File: src/rtl/pj_unidade_controle.sv
// pj_unidade_controle
//   Moore control unit that sequences the MindFocus datapath (fluxo_dados)
//   through one full 16-move game. It drives the clear/count/load strobes of
//   the address counter, the hit counter and the button register. It also
//   runs a per-move timeout so that an idle player cannot stall the game.
//
// Ports
//   clock              in   system clock, rising edge
//   reset              in   asynchronous reset, active low
//   iniciar            in   start/restart game (level-sampled in INICIAL/FIM)
//   jogada_feita       in   one-cycle move pulse from the datapath edge detector
//   botaoIgualMemoria  in   registered button equals the ROM word
//   fimE               in   address counter rco (address == 15)
//   zeraA/zeraE/zeraR  out  clear hit counter / address counter / button register
//   registraR          out  load button register
//   contaE / contaA    out  advance address counter / increment hit counter
//   pronto             out  game finished, score stable
//   db_timeout         out  single-cycle pulse for a timed-out move
//   db_estado          out  current state encoding
module pj_unidade_controle #(
  parameter int TIMEOUT = 5000,
  parameter int TW      = 13
) (
  input  logic       clock,
  input  logic       reset,
  input  logic       iniciar,
  input  logic       jogada_feita,
  input  logic       botaoIgualMemoria,
  input  logic       fimE,
  output logic       zeraA,
  output logic       zeraE,
  output logic       zeraR,
  output logic       registraR,
  output logic       contaE,
  output logic       contaA,
  output logic       pronto,
  output logic       db_timeout,
  output logic [3:0] db_estado
);

  typedef enum logic [3:0] {
    INICIAL  = 4'h0,
    PREPARA  = 4'h1,
    ESPERA   = 4'h2,
    REGISTRA = 4'h3,
    COMPARA  = 4'h4,
    ACERTO   = 4'h5,
    ERRO     = 4'h6,
    ESGOTADO = 4'h7,
    PROXIMA  = 4'h8,
    FIM      = 4'hF
  } estado_t;

  // Timer holds TIMEOUT-1 during the last ESPERA cycle of a move, so the
  // move leaves ESPERA exactly TIMEOUT cycles after entering it.
  localparam logic [TW-1:0] TMAX = TW'(TIMEOUT - 1);

  estado_t       state_q, state_d;
  logic [TW-1:0] timer_q, timer_d;
  logic          expirou;

  assign expirou = (timer_q == TMAX);

  // State and timer registers
  always_ff @(posedge clock or negedge reset) begin
    if (!reset) begin
      state_q <= INICIAL;
      timer_q <= '0;
    end else begin
      state_q <= state_d;
      timer_q <= timer_d;
    end
  end

  // Next-state and timer logic
  always_comb begin
    state_d = INICIAL;
    timer_d = timer_q;
    case (state_q)
      INICIAL:  state_d = iniciar ? PREPARA : INICIAL;
      PREPARA: begin
        state_d = ESPERA;
        timer_d = '0;
      end
      ESPERA: begin
        timer_d = timer_q + 1'b1;
        // A move arriving on the expiry cycle still counts as a move.
        if (jogada_feita)  state_d = REGISTRA;
        else if (expirou)  state_d = ESGOTADO;
        else               state_d = ESPERA;
      end
      REGISTRA: state_d = COMPARA;
      COMPARA:  state_d = botaoIgualMemoria ? ACERTO : ERRO;
      ACERTO,
      ERRO,
      ESGOTADO: state_d = fimE ? FIM : PROXIMA;
      PROXIMA: begin
        state_d = ESPERA;
        timer_d = '0;
      end
      FIM:      state_d = iniciar ? PREPARA : FIM;
      default:  state_d = INICIAL;
    endcase
  end

  // Moore output decode
  always_comb begin
    zeraA      = 1'b0;
    zeraE      = 1'b0;
    zeraR      = 1'b0;
    registraR  = 1'b0;
    contaE     = 1'b0;
    contaA     = 1'b0;
    pronto     = 1'b0;
    db_timeout = 1'b0;
    case (state_q)
      PREPARA: begin
        zeraA = 1'b1;
        zeraE = 1'b1;
        zeraR = 1'b1;
      end
      REGISTRA: registraR  = 1'b1;
      ACERTO:   contaA     = 1'b1;
      ESGOTADO: db_timeout = 1'b1;
      PROXIMA: begin
        contaE = 1'b1;
        zeraR  = 1'b1;
      end
      FIM:      pronto = 1'b1;
      default: ;
    endcase
  end

  assign db_estado = state_q;

endmodule
File: config.mk
export PLATFORM = sky130hd
export DESIGN_NAME = pj_unidade_controle
export DESIGN_NICKNAME = d
export VERILOG_FILES = /design/src/rtl/pj_unidade_controle.sv
export SDC_FILE = /design/constraint.sdc
export NUM_CORES = 1
export LEC_CHECK = 0
export BUFFER_PORTS_ARGS = -buffer_cell sky130_fd_sc_hd__buf_2
export CORE_MARGIN = 1.5
export CORE_UTILIZATION = 54
export CTS_CLUSTER_SIZE = 14
export DETAILED_ROUTE_END_ITERATION = 10
export PLACE_DENSITY_LB_ADDON = 0.15
export SYNTH_ARGS = -nofsm -noshare
export SYNTH_HDL_FRONTEND = slang
export SYNTH_SLANG_ARGS = --single-unit
export TNS_END_PERCENT = 20
File: constraint.sdc
create_clock -name clock -period 2.3 [get_ports clock]
set_input_delay 0.23 -clock clock [delete_from_list [all_inputs] [get_ports clock]]
set_output_delay 0.23 -clock clock [all_outputs]
set_load 0.02 [all_outputs]
-- Yosys cells after proc, flatten, opt, wreduce, memory -nomap -nowiden
Cells that the tools add are included.
- register bits after elaboration: 17
- latch bits: 0
- bits in writable memories: 0
- bits in read-only memories: 0
- input bits: 6
- output and inout bits: 12
- word-level logic and storage cells: 32
- memories: 0
- add/sub/neg operators: 1
- $mul: 0
- div/mod/pow operators: 0
- $lt $le $gt $ge: 0
- equality and inequality tests: 10
- shift-type cells: 0
- multiplexer cells: 15
- bitwise operators: 0
- reductions and logical operators: 4
- operator list (kind ; count):
    one-hot mux 4 bit (7 select lines) ; 1
    one-hot mux 13 bit (2 select lines) ; 1
    equality test 4 x 3 -> 1 bit, second input constant ; 4
    adder 13 x 1 -> 13 bit, second input constant ; 1
    equality test 13 bit, second input constant ; 1
    two-way mux 3 bit ; 3
    equality test 4 x 2 -> 1 bit, second input constant ; 2
    equality test 4 bit, second input constant ; 2
    two-way mux 1 bit ; 8
    equality test 4 x 1 -> 1 bit, second input constant ; 1
    logical NOT 4 bit ; 1
    two-way mux 4 bit ; 1
    OR reduction 3 bit ; 1
    two-way mux 2 bit ; 1
    nonzero test 2 bit ; 1
    OR reduction 2 bit ; 1

-- Longest topological paths before layout
- depth in word-level cells: 4
- mapped depth: 6
- depth with buffers taken out: 5

-- Least setup slack after synthesis
No wires, ideal clock.
- path kind: register to output
- start: register state_q[0], in the netlist db_estado[0]
- end: output zeraE
- data arrival time: 1.930 ns
- data required time: 2.070 ns
- slack: 0.140 ns
- cell stages (with the launch flop): 4
- cells stage by stage: dfrtp_1 > clkbuf_1 > nor4b_1 > buf_4
- word-level cells in the longest chain between the ends: 2
- ends and longest elaborated chain (item ; line ; source):
    start, declared ; 58 ; estado_t state_q, state_d;
    start signal, assigned ; 70 ; state_q <= state_d;
    equality test 4 x 1 -> 1 bit ; - ;
    two-way mux 1 bit ; - ;
    end, declared ; 31 ; output logic zeraE,
No other way between the ends.

-- Final worst setup path
- start: register state_q[0], in the netlist db_estado[0]
- end: output zeraR
- word-level cells in the longest chain between the ends: 3
- ends and longest elaborated chain (item ; line ; source):
    equality test 4 bit or equality test 4 x 1 -> 1 bit (tied branches) ; 116 ; case (state_q)
    OR reduction 2 bit (no source line) * ; - ;
    two-way mux 1 bit * ; 116 ;
    end, declared ; 32 ; output logic zeraR,
Mark *: on every way between the ends. The rest lies on a longest branch, timed or not.

==> metrics.csv <==
metric,value,unit
number of synthesized flops with an enable pin,0,
"area leader, netlist",dfrtp_1,
Post-CTS Setup Bufs,0,
storage element area,425,um^2
GRT Residual Overflow,0,
CTS Root Cell,clkbuf_4,
Netlist Area Pre-Place,1060,um^2
Synth Area per Inst,8.90,um^2
Tmin final,1.88,ns
Maximum Capacitance Violations,0,
Initial Util,59.4,%
Worst Setup End Kind,primary output,
worst path cell trace,"buf_4, xnor2_1, nor3_1, buf_2",
pre-CTS setup slack,0.496,ns
synthesis warning total,0,
cts bufs inserted,3,
max-slew violations,0,
Total GRT Usage,25.6,%
Setup CP Type,reg2out,
drt wl/cell,14.2,um
post-synth top area share,40.2,%
largest net degree at the start of global routing,19,
full die area,2230,um^2
Worst VDD drop,780,uV
Required @ worst endpoint,2.07,ns
GPL Wtd Cong,0.832,
Hold Worst Slack,0.129,ns
post-route cell area,1210,um^2
leading post-synthesis cells by cell area,"dfrtp_1, xnor2_1, nor2_1",
Mapped Nets,126,
Leak,0.542,nW
final worst slack,0.418,ns
Startpoint Class,flip-flop,
Critical Path Slowest Stage Cell,dfrtp_1,
hold buffer count at CTS,1,
row cnt,15,
Final setup viols,0,
status,finished clean,
Routed Antenna Nets,0,
Synth Register Bits,17,
share of cells above drive strength 1,21.6,%
top post-synthesis cells by count,"dfrtp_1, nor2_1, nand2_1",
dpl hpwl,1.72,mm
worst setup path startpoint,db_estado[0],
post-route setup TNS,0,ns
IO Pins,18,
Tcrit/Tclk final,81.8,%
Gate Count Post-Synth,119,
diode count,0,
"Cell Area, Placed",1170,um^2
Worst-Skew Late Latency,0.29,ns
pwr/cell area,1040,nW/um^2
area of the multi-input gates,577,um^2
overall die width,47.3,um
class of the worst hold path,in2reg,
CTS tree,built,
H-tree depth,1,
measured slew at the worst slew-check pin,0.486,ns
Via-to-Cell Ratio,5.80,
CP arrival,1.65,ns
nets,147,
via count,951,
most frequent cell after synthesis,dfrtp_1,
normalized max-slew margin,67.4,%
worst r2r src,db_estado[0],
post-synthesis cell type count,35,
HP Start,jogada_feita,
Iteration-0 DRC Markers,22,
first-pass GRT wire length,3.95,mm
CTS Sinks,17,
share of flip-flops with an asynchronous set or reset,100,%
die height,47.3,um
CP max FO,13,
"Reg clk slew, reported paths",0.10,ns
RSZ-0062 raised after global routing,no,
Core Box Area,1780,um^2
total power,0.00126,W
port bufs,17,
f_max,0.531,GHz
"Seq/Total Area, Yosys",40.2,%
count of final hold-check violations,0,
drt first pass iters,4,
Post-Route WL,2.32,mm
Worst path max stage delay,0.39,ns
post-CTS sizing,0,
vias in the first global route,867,
initial antenna violation count,0,
Filler cells,161,
drc violations,0,
clk buf depth,2,
ys flop type,dfrtp_1,
Synth-to-Final Area Change,14.4,%
skew final,0.00380,ns
-- layout by cell type, fill, tap and decap left out, drive strengths merged, types with 4 or more instances in the layout --
master and instances:
nor4 4, nand2 11, nand3 8, xor2 4, buf 23, nor3 5
xnor2 7, o21ai 4, nor2 15, nor4b 4, clkbuf 4, nand4 5
dfrtp 17
-- state kept, by name, indices dropped and copies added, names as in the netlist --
name	flops
timer_q	13
db_estado	4
-- layout make-up --
| type | count | share of cell area, % |
|---|---|---|
| sequential | 17 | 35.1 |
| timing repair buffer | 24 | 11.6 |
| clock buffer | 4 | 2.17 |
| inverter | 3 | 0.930 |
| multi-input combinational | 91 | 47.6 |
| tap | 25 | 2.58 |
-- through the flow --
stage	util [%]	cells
after floorplan	-	119
after global routing	67.9	164
final	67.9	164
after detailed placement	65.9	159
after CTS	67.9	164
after global placement	65.9	159
-- critical path: cells and delay by family (launching register included) --
family	cells	cell delay, ns
XOR/XNOR	1	0.13
flip-flops	1	0.39
AND/OR/NAND/NOR	1	0.39
buffers and inverters	2	0.45
-- where the power goes --
group / switching [W] / internal [W]
Combinational: 0.000441 / 0.000263
Clock: 0.0000915 / 0.0000675
Sequential: 0.0000434 / 0.000351
Total: 0.000576 / 0.000682
-- kinds of logic after synthesis --
group / after synthesis / share of synthesized area, %
xor+xnor: 11 / 9.10
fa+ha+maj: 1 / 1.18
buf+inv: 11 / 5.32
simple gates: 62 / 32.4
flops: 17 / 40.2
mux: 2 / 2.13
compound gates: 15 / 9.69
-- worst paths after layout --
| path | cells past startpoint | slack, ns | to |
|---|---|---|---|
| max in group asynchronous | 2 | 1.64 | timer_q[3] |
| max | 4 | 0.42 | zeraR |
| min in group asynchronous | 2 | 0.38 | timer_q[6] |
| min | 2 | 0.13 | db_estado[2] |
| max reg2reg | 3 | 0.45 | db_estado[2] |
| min reg2reg | 2 | 0.59 | timer_q[1] |
-- layer usage --
| metal | up-vias | part of all wire, % | track usage, % |
|---|---|---|---|
| met4 | 0 | 0.56 | 7.78 |
| met5 | - | 0 | 0 |
| met1 | 451 | 48 | 35.6 |
| li1 | 468 | - | - |
| met2 | 30 | 46 | 38.1 |
| met3 | 2 | 5.2 | 7.69 |
Note: power is estimated with default switching activity, not from simulation.
